### src/rtl/pkmc_ref_pkg.sv
// Shared types and defaults for the PKMC SDRAM refresh scheduler.
// Optional feature macro used by the top: PKMC_REF_URGENT_EN.
package pkmc_ref_pkg;

  typedef enum logic [1:0] {
    ST_IDLE = 2'b00,
    ST_REQ  = 2'b01,
    ST_GAP  = 2'b10
  } ref_state_e;

  localparam int DEF_CNT_W      = 16;
  localparam int DEF_PEND_W     = 4;
  localparam int DEF_MAX_PEND   = 8;
  localparam int INTERVAL_FLOOR = 2;

endpackage

### src/rtl/pkmc_ref_tick.sv
// Refresh interval counter: emits a one-cycle tick every effective interval.
// Intervals below the floor are raised to it; >= compare absorbs a shrinking interval.
module pkmc_ref_tick
  import pkmc_ref_pkg::*;
#(
  parameter int CNT_W = DEF_CNT_W
) (
  input  logic             clk,
  input  logic             rst_n,
  input  logic             enable,
  input  logic [CNT_W-1:0] interval,
  output logic             tick
);

  logic [CNT_W-1:0] cnt_r;
  logic [CNT_W-1:0] eff_interval_s;
  logic [CNT_W-1:0] limit_s;
  logic             tick_s;

  // Effective period and terminal-count detect
  always_comb begin
    eff_interval_s = interval;
    if (interval < CNT_W'(INTERVAL_FLOOR)) begin
      eff_interval_s = CNT_W'(INTERVAL_FLOOR);
    end else begin
      eff_interval_s = interval;
    end
    limit_s = eff_interval_s - CNT_W'(1);
    tick_s  = enable && (cnt_r >= limit_s);
  end

  // Interval counter, frozen while disabled
  always_ff @(posedge clk or negedge rst_n) begin
    if (!rst_n) begin
      cnt_r <= '0;
    end else if (enable) begin
      if (tick_s) begin
        cnt_r <= '0;
      end else begin
        cnt_r <= cnt_r + CNT_W'(1);
      end
    end
  end

  assign tick = tick_s;

endmodule

### src/rtl/pkmc_sdram_refsched.sv
// SDRAM auto-refresh scheduler: pending-refresh credit, req/ack handshake with gap, sticky overflow.
// Define PKMC_REF_URGENT_EN to drive urgent from the pending level; otherwise urgent is tied low.
module pkmc_sdram_refsched
  import pkmc_ref_pkg::*;
#(
  parameter int CNT_W     = DEF_CNT_W,
  parameter int PEND_W    = DEF_PEND_W,
  parameter int MAX_PEND  = DEF_MAX_PEND,
  parameter int GAP_CYC   = 2,
  parameter int URGENT_TH = 6
) (
  input  logic              clk,
  input  logic              rst_n,
  input  logic              enable,
  input  logic [CNT_W-1:0]  interval,
  input  logic              ref_ack,
  input  logic              clr_ovf,
  output logic              ref_req,
  output logic [PEND_W-1:0] pending,
  output logic              overflow,
  output logic              urgent
);

  localparam int GAP_W = (GAP_CYC > 2) ? $clog2(GAP_CYC) : 1;

  logic              tick_s;
  logic              ack_v_s;
  logic              ovf_set_s;
  logic              urgent_next_s;
  logic [PEND_W-1:0] pending_next_s;
  logic [PEND_W-1:0] pending_r;
  logic [GAP_W-1:0]  gap_r;
  ref_state_e        state_r;
  logic              ref_req_r;
  logic              overflow_r;
  logic              urgent_r;

  pkmc_ref_tick #(
    .CNT_W (CNT_W)
  ) u_tick (
    .clk      (clk),
    .rst_n    (rst_n),
    .enable   (enable),
    .interval (interval),
    .tick     (tick_s)
  );

  // Credit update; an ack only counts while a request is actually presented
  always_comb begin
    ack_v_s        = ref_ack && (state_r == ST_REQ);
    pending_next_s = pending_r;
    ovf_set_s      = 1'b0;
    if (tick_s && !ack_v_s) begin
      if (pending_r >= PEND_W'(MAX_PEND)) begin
        pending_next_s = PEND_W'(MAX_PEND);
        ovf_set_s      = 1'b1;
      end else begin
        pending_next_s = pending_r + PEND_W'(1);
        ovf_set_s      = 1'b0;
      end
    end else if (ack_v_s && !tick_s) begin
      pending_next_s = pending_r - PEND_W'(1);
    end else begin
      pending_next_s = pending_r;
    end
  end

`ifdef PKMC_REF_URGENT_EN
  assign urgent_next_s = (pending_next_s >= PEND_W'(URGENT_TH));
`else
  assign urgent_next_s = 1'b0;
`endif

  // Pending credit, sticky overflow (set beats clear) and urgent flag
  always_ff @(posedge clk or negedge rst_n) begin
    if (!rst_n) begin
      pending_r  <= '0;
      overflow_r <= 1'b0;
      urgent_r   <= 1'b0;
    end else begin
      pending_r <= pending_next_s;
      urgent_r  <= urgent_next_s;
      if (ovf_set_s) begin
        overflow_r <= 1'b1;
      end else if (clr_ovf) begin
        overflow_r <= 1'b0;
      end
    end
  end

  // Handshake FSM; GAP holds ref_req low for GAP_CYC cycles after each accepted ack
  always_ff @(posedge clk or negedge rst_n) begin
    if (!rst_n) begin
      state_r   <= ST_IDLE;
      gap_r     <= '0;
      ref_req_r <= 1'b0;
    end else begin
      case (state_r)
        ST_IDLE: begin
          if (pending_next_s != '0) begin
            state_r   <= ST_REQ;
            ref_req_r <= 1'b1;
          end else begin
            ref_req_r <= 1'b0;
          end
        end
        ST_REQ: begin
          if (ack_v_s) begin
            state_r   <= ST_GAP;
            gap_r     <= GAP_W'(GAP_CYC - 1);
            ref_req_r <= 1'b0;
          end else begin
            ref_req_r <= 1'b1;
          end
        end
        ST_GAP: begin
          if (gap_r == '0) begin
            if (pending_next_s != '0) begin
              state_r   <= ST_REQ;
              ref_req_r <= 1'b1;
            end else begin
              state_r   <= ST_IDLE;
              ref_req_r <= 1'b0;
            end
          end else begin
            gap_r     <= gap_r - GAP_W'(1);
            ref_req_r <= 1'b0;
          end
        end
        default: begin
          state_r   <= ST_IDLE;
          gap_r     <= '0;
          ref_req_r <= 1'b0;
        end
      endcase
    end
  end

  assign ref_req  = ref_req_r;
  assign pending  = pending_r;
  assign overflow = overflow_r;
  assign urgent   = urgent_r;

endmodule

### config.mk
export PLATFORM = sky130hd
export DESIGN_NAME = pkmc_sdram_refsched
export DESIGN_NICKNAME = d
export VERILOG_FILES = /design/src/rtl/pkmc_ref_pkg.sv /design/src/rtl/pkmc_ref_tick.sv /design/src/rtl/pkmc_sdram_refsched.sv
export SDC_FILE = /design/constraint.sdc
export NUM_CORES = 1
export LEC_CHECK = 0
export CORE_MARGIN = 3
export CORE_UTILIZATION = 45
export CTS_BUF_LIST = sky130_fd_sc_hd__clkbuf_2 sky130_fd_sc_hd__clkbuf_4 sky130_fd_sc_hd__clkbuf_8
export CTS_CLUSTER_DIAMETER = 100
export DETAILED_ROUTE_END_ITERATION = 12
export GPL_TIMING_DRIVEN = 1
export HOLD_SLACK_MARGIN = 0.08
export PLACE_DENSITY_LB_ADDON = 0.08
export SLEW_MARGIN = 40
export SYNTH_ARGS = -nofsm -noshare
export SYNTH_HDL_FRONTEND = slang
export SYNTH_SLANG_ARGS = --single-unit
### constraint.sdc
create_clock -name clk -period 3.3 [get_ports clk]
set_clock_uncertainty 0.2 [all_clocks]
set_input_delay 0.66 -clock clk [delete_from_list [all_inputs] [get_ports clk]]
set_output_delay 0.66 -clock clk [all_outputs]
set_load 0.05 [all_outputs]
; ---- After elaboration in Yosys (flattened, before gate mapping)
; Index checks and enable logic that the tools add are counted.
[totals]
in_bits = 21
elab_cells = 52
reg_bits = 25
output_inout_bits = 7
[op_classes]
bitwise_logic = 1
n_eq_ne = 5
n_reduce_logical = 11
n_addsub = 5
magnitude_cmp = 3
muxes = 21
[ops]
columns = cell, n
row1 = two-way mux 16 bit, 2
row2 = "adder 16 x 1 -> 16 bit, second input constant", 1
row3 = greater-or-equal comparator 16 bit, 1
row4 = "< comparator 16 x 2 -> 1 bit, second input constant", 1
row5 = "subtractor 16 x 1 -> 16 bit, second input constant", 1
row6 = two-way mux 4 bit, 3
row7 = two-way mux 1 bit, 10
row8 = two-way mux 2 bit, 3
row9 = "!= test 2 bit, second input constant", 3
row10 = case mux 1 bit (3 select lines), 2
row11 = case mux 2 bit (3 select lines), 1
row12 = "adder 4 x 1 -> 4 bit, second input constant", 1
row13 = "greater-or-equal comparator 4 bit, second input constant", 1
row14 = logical AND 1 bit, 4
row15 = nonzero test 4 bit, 1
row16 = "subtractor 4 x 1 -> 4 bit, second input constant", 1
row17 = AND reduction 3 bit, 1
row18 = "== test 2 x 1 -> 1 bit, second input constant", 1
row19 = "== test 2 bit, second input constant", 1
row20 = zero test 1 bit, 2
row21 = zero test 2 bit, 1
row22 = AND reduction 2 bit, 1
row23 = nonzero test 2 bit, 1
row24 = NOT 1 bit, 1
row25 = "subtractor 1 bit, second input constant", 1

; ---- Depth between registers and ports, before layout
; Gate-level depths: netlist of run 1.
[depth]
word_depth = 13
depth_mapped = 21
mapped_depth_nobuf = 20

; ---- Cells and area by module
; Synthesis of run 1 repeated with hierarchy kept, for this count alone.
[hier_totals]
hier_cells = 223
hier_area_um2 = 2057.0
[modules_own_cells]
columns = module, seq_area_each_um2, n_inst, cells_per_inst, area_each_um2
row1 = pkmc_ref_tick, 400.4, 1, 169, 1531.5
row2 = pkmc_sdram_refsched, 225.2, 1, 54, 525.5

; ---- Worst setup path before layout of run 1
; Ideal clock, no wire load.
[synth_timing]
kind = input to register
startpoint = in interval[7]
endpoint = reg ref_req_r, in the netlist ref_req
setup_time_ps = 129
arrival_time_ps = 5433
n_path_buf = 1
path_stages = 20
setup_slack_ps = -2462
required_time_ps = 2971
path_cell_list = or4_4 > or3_4 > or3_1 > or3b_4 > o31ai_1 > ha_1 > nor2b_1 > nand2_1 > nor4_1 > xnor2_1 > ha_1 > and4_1 > nand2_1 > or4_1 > a31oi_4 > buf_2 > nor3_1 > a31oi_1 > o221a_2 > a31oi_1
[synth_between]
elab_chain_len = 13
elab_cells_between_ends = 14
cone_classes = add/sub (1) / order compare (2) / mux (6) / reduce/logical (5)
[synth_rtl]
columns = element, line
row1 = from (decl), pkmc_sdram_refsched.sv:15  ; input logic [CNT_W-1:0] interval,
row2 = < comparator 16 x 2 -> 1 bit, pkmc_ref_tick.sv:23  ; if (interval < CNT_W'(INTERVAL_FLOOR)) begin
row3 = two-way mux 16 bit *, pkmc_ref_tick.sv:23
row4 = subtractor 16 x 1 -> 16 bit *, pkmc_ref_tick.sv:28  ; limit_s = eff_interval_s - CNT_W'(1);
row5 = greater-or-equal comparator 16 bit *, pkmc_ref_tick.sv:29  ; tick_s = enable && (cnt_r >= limit_s);
row6 = logical AND 1 bit *, pkmc_ref_tick.sv:29
row7 = zero test 1 bit, pkmc_sdram_refsched.sv:61  ; end else if (ack_v_s && !tick_s) begin
row8 = logical AND 1 bit, pkmc_sdram_refsched.sv:61
row9 = two-way mux 4 bit, pkmc_sdram_refsched.sv:61
row10 = two-way mux 4 bit *, pkmc_sdram_refsched.sv:53  ; if (tick_s && !ack_v_s) begin
row11 = nonzero test 4 bit *, "pkmc_sdram_refsched.sv:100, pkmc_sdram_refsched.sv:118"
row12 = two-way mux 1 bit *, "pkmc_sdram_refsched.sv:100, pkmc_sdram_refsched.sv:118"
row13 = two-way mux 1 bit, pkmc_sdram_refsched.sv:117  ; if (gap_r == '0) begin
row14 = case mux 1 bit (3 select lines) *, pkmc_sdram_refsched.sv:98  ; case (state_r)
row15 = to (signal assigned), pkmc_sdram_refsched.sv:102  ; ref_req_r <= 1'b1;
row16 = to (signal assigned), pkmc_sdram_refsched.sv:104  ; ref_req_r <= 1'b0;
row17 = to (signal assigned), pkmc_sdram_refsched.sv:120  ; ref_req_r <= 1'b1;
row18 = to (decl), pkmc_sdram_refsched.sv:34  ; logic ref_req_r;
; Mark *: on every way between the ends. The rest lies on a longest branch, timed or not.
; A chain may end at the register's enable or synchronous reset.

; ---- Worst setup path in the final report of run 1
[layout_timing]
startpoint = in interval[8]
endpoint = reg state_r[0]
[layout_between]
elab_chain_len = 13
elab_cells_between_ends = 16
cone_classes = add/sub (1) / order compare (2) / eq/ne (1) / mux (6) / reduce/logical (6)
[layout_rtl]
columns = element, line
row1 = < comparator 16 x 2 -> 1 bit, pkmc_ref_tick.sv:23
row2 = two-way mux 16 bit *, pkmc_ref_tick.sv:23
row3 = subtractor 16 x 1 -> 16 bit *, pkmc_ref_tick.sv:28
row4 = greater-or-equal comparator 16 bit *, pkmc_ref_tick.sv:29
row5 = logical AND 1 bit *, pkmc_ref_tick.sv:29
row6 = zero test 1 bit, pkmc_sdram_refsched.sv:61
row7 = logical AND 1 bit, pkmc_sdram_refsched.sv:61
row8 = two-way mux 4 bit, pkmc_sdram_refsched.sv:61
row9 = two-way mux 4 bit *, pkmc_sdram_refsched.sv:53
row10 = named net pending_next_s[1], pkmc_sdram_refsched.sv:30  ; logic [PEND_W-1:0] pending_next_s;
row11 = nonzero test 4 bit *, "pkmc_sdram_refsched.sv:100, pkmc_sdram_refsched.sv:118"
row12 = two-way mux 1 bit, pkmc_sdram_refsched.sv:118  ; if (pending_next_s != '0) begin
row13 = two-way mux 2 bit, pkmc_sdram_refsched.sv:117
row14 = case mux 2 bit (3 select lines), pkmc_sdram_refsched.sv:98
row15 = to (signal assigned), pkmc_sdram_refsched.sv:101  ; state_r <= ST_REQ;
row16 = to (signal assigned), pkmc_sdram_refsched.sv:119  ; state_r <= ST_REQ;
row17 = to (signal assigned), pkmc_sdram_refsched.sv:122  ; state_r <= ST_IDLE;
row18 = to (decl), pkmc_sdram_refsched.sv:33  ; ref_state_e state_r;
; Mark *: on every way through the listed nets, which the timed path passes. The rest lies on a longest branch. The select of a mux whose other input is x is not followed.

==> results.py, run 1 <==
metrics = {
    "run_status": {
        "status": "finished with violations",
        "violations": "setup timing",
    },
    "route": {
        "route.final.wire_length_um": 4810,
        "postRouteAntennaNets": 0,
        "num_vias": 1816,
        "drc": 0,
        "wire_per_inst_um": 14.1,
        "viasPerCell": 5.34,
        "drt_iter0_markers": 52,
        "firstDrtPassIters": 4,
    },
    "timing": {
        "drv_slew": 0,
        "relSlewSlack_pct": 66.5,
        "max_freq_mhz": 188,
        "setup_slack_ps": -2030,
        "tightest_slew_ps": 500,
        "hold_viol": 0,
        "fin_crit_ps": 5330,
        "timing.hold.ws_ps": 331,
        "rsz0062_at_grt": "yes",
        "setup_viol": 23,
        "period_share_pct": 162,
    },
    "worst_setup_path": {
        "worstSetupPathType": "primary input to register",
        "cp-end-kind": "register",
        "cpMostUsedCell": "nor2_1",
        "reg2regPathDepth": 12,
        "slowest_delay_ps": 530,
        "cp_data_arrival_time_ps": 5290,
        "cp.required_ps": 3250,
        "path_cells": "buf_6, or4_4, or3_4, or3_4, or3b_4, buf_6, nor2_1, nor2_1, ha_2, nor2b_4, nand2_4, buf_4, nor2_4, xnor2_1, ha_1, and4_1, nand2_2, or4_4, a31oi_4, buf_12, xnor2_2, o221ai_2, nor2_1, a31oi_1",
        "critPathSlowestCell": "or4_4",
        "crit_path_max_fanout": 7,
        "start_kind": "primary input",
    },
    "global_route": {
        "use_met2_pct": 35.2,
        "grt_max_degree": 26,
        "met3_usage_pct": 2.10,
        "grt_first_pass_wirelength_um": 8450,
        "first_global_vias": 1933,
        "busiest_layer": "met2",
        "track_usage_pct": 20.1,
        "use_met1_pct": 26.1,
        "grt_overflow": 0,
        "grt_antenna_before_repair": 0,
    },
    "pwr": {
        "p_total_mw": 1.39,
        "irDropWorstVdd_v": 0.000537,
        "leakagePower_nw": 1.26,
        "power_density_mw_per_mm2": 493,
    },
    "logic_synthesis": {
        "synthXorXnorAreaFrac_pct": 12.3,
        "synth-compound-area-share_pct": 12.4,
        "synth_warnings": 0,
        "avgSynthCellArea_um2": 8.89,
        "synthCells": 217,
        "seq_area_frac_synth_pct": 32.4,
        "ys_seq_elements": 25,
        "synthFlopType": "dfrtp_1",
        "ys_async_sr_fraction_pct": 100,
        "synth-edff-count": 0,
        "syn_area_mm2": 0.00193,
        "synth_area_leader_cell": "dfrtp_1",
        "synth_top_family_by_area": "simple AND/OR/NAND/NOR gates",
        "synth.most_common_cell": "nor2_1",
        "yosys-top-cells-area": "dfrtp_1 (32%), ha_1 (13%), xnor2_1 (7.3%)",
        "synth_cell_types": 49,
        "synth_common_cells": "nor2_1 (26), dfrtp_1 (25), ha_1 (20)",
        "yosys.area_share.simple_pct": 26.4,
        "synthMuxAreaShare_pct": 0.519,
        "synthAdderAreaFrac_pct": 13.0,
        "netlist.area_leader.share_pct": 32.4,
        "synth.net_count": 258,
    },
    "die": {
        "die_area_mm2": 0.00511,
        "die_width_um": 71.5,
        "row_count": 23,
        "die_h_um": 71.5,
        "ios": 28,
        "core-area_mm2": 0.00406,
        "start_util_pct": 47.5,
    },
    "placement": {
        "place_congestion": 0.829,
        "place_inst": 325,
        "place_hpwl_um": 3420,
        "port_buffers": 26,
        "place_ws_ps": -2710,
    },
    "finish": {
        "final_cell_count_no_fill": 340,
        "layout-drive-gt1-share_pct": 29.3,
        "diodes": 0,
        "nets": 332,
        "area_growth_syn_to_layout_pct": 45.9,
    },
    "clock_network": {
        "clk_latency_ps": 270,
        "cts_tree": "done",
        "cts-root-buf": "clkbuf_8",
        "cts_sinks": 25,
        "clock_path_buffers": 2,
        "clkTransAtPathRegs_ps": 100,
        "numCtsBuffers": 3,
        "htree_levels": 1,
    },
    "min_path": {
        "hold_depth": 1,
        "hold_class": "register to register",
    },
    "run": {
        "maxCapViolations": 0,
    },
}
per-stage QoR:
step                      setup TNS, ps  utilization (%)  cell area, um^2
final                            -41930             69.3             2810
after global routing             -45840             69.3             2810
after CTS                        -45480             68.3             2770
after detailed placement         -56520             63.2             2560
after global placement           -55570             63.2             2560
after floorplan                  -43320                -             1980
where the power goes:
part / internal (mW) / total [mW] / switching [mW]
combinational: 0.318 / 0.695 / 0.377
sequential: 0.390 / 0.505 / 0.115
clock: 0.0854 / 0.186 / 0.100
area by class of cell:
type / count / area, um^2
clock inverter: 1 / 7.51
sequential: 25 / 626
inverter: 9 / 33.8
multi-input combinational: 179 / 1380
tap: 50 / 62.6
clock buffer: 3 / 41.3
timing repair buffer: 73 / 667
fill: 334 / 1240
worst max-delay path, delay by kind of cell:
| kind | cells | cell delay (ps) |
|---|---|---|
| AO/OA/AOI/OAI | 3 | 510 |
| XOR/XNOR | 2 | 240 |
| adder cells (fa/ha/maj) | 2 | 440 |
| buffers and inverters | 4 | 510 |
| AND/OR/NAND/NOR | 13 | 2910 |
repair_timing:
| action | in CTS | in global routing |
|---|---|---|
| cloned | 1 | 0 |
| hold buffers | 0 | 0 |
| pin swaps | 27 | 16 |
| resized for setup | 38 | 3 |
| endpoints found under the setup margin | 23 | 23 |
| buffers inserted | 7 | 4 |
state kept, by name (all words and copies together), names as in the netlist:
name and cells:
pending 4, overflow 1, gap_r 1, ref_req 1, state_r 2, u_tick.cnt_r 16
routing by layer:
layer / vias up / share of wire, %
li1: 915 / -
met1: 849 / 45
met2: 42 / 49
met3: 10 / 4.0
met4: 0 / 2.2
met5: - / 0
logic make-up (layout without fill, tap and decap cells):
group,after synthesis,after routing
and+or+nand+nor,96,96
AOI/OAI and AO/OA,34,34
xor gates and xnor gates,27,27
DFF,25,25
adders and majority gates,20,20
buffers and inverters,13,86
other,1,1
muxes,1,1
cell usage in the layout, fill, tap and decap left out, drive strengths merged, types with 9 or more instances in the layout:
master	synthesis	routed
nand3	10	10
nor3	10	10
buf	3	50
nor2	26	26
xor2	11	11
dfrtp	25	25
ha	20	20
xnor2	16	16
nand2	19	19
clkdlybuf4s50	0	22
inv	9	9
path summary, 6_finish.rpt:
kind,end,slack [ps],startpoint
worst max-delay path,state_r[0],-2030,interval[8]
worst min-delay path,gap_r,330,state_r[1]
worst max register to register,state_r[0],380,u_tick.cnt_r[0]
worst min register to register,gap_r,330,state_r[1]
max in group asynchronous,u_tick.cnt_r[5],2100,rst_n
min in group asynchronous,u_tick.cnt_r[13],540,rst_n
No activity file was read; power rests on OpenSTA's default activity.
==> inputs of run 2 (changes only) <==
CTS_CLUSTER_SIZE = 40   (was default)
==> results of run 2 <==
Final layout, timing and power as in run 1 (identical DEF).
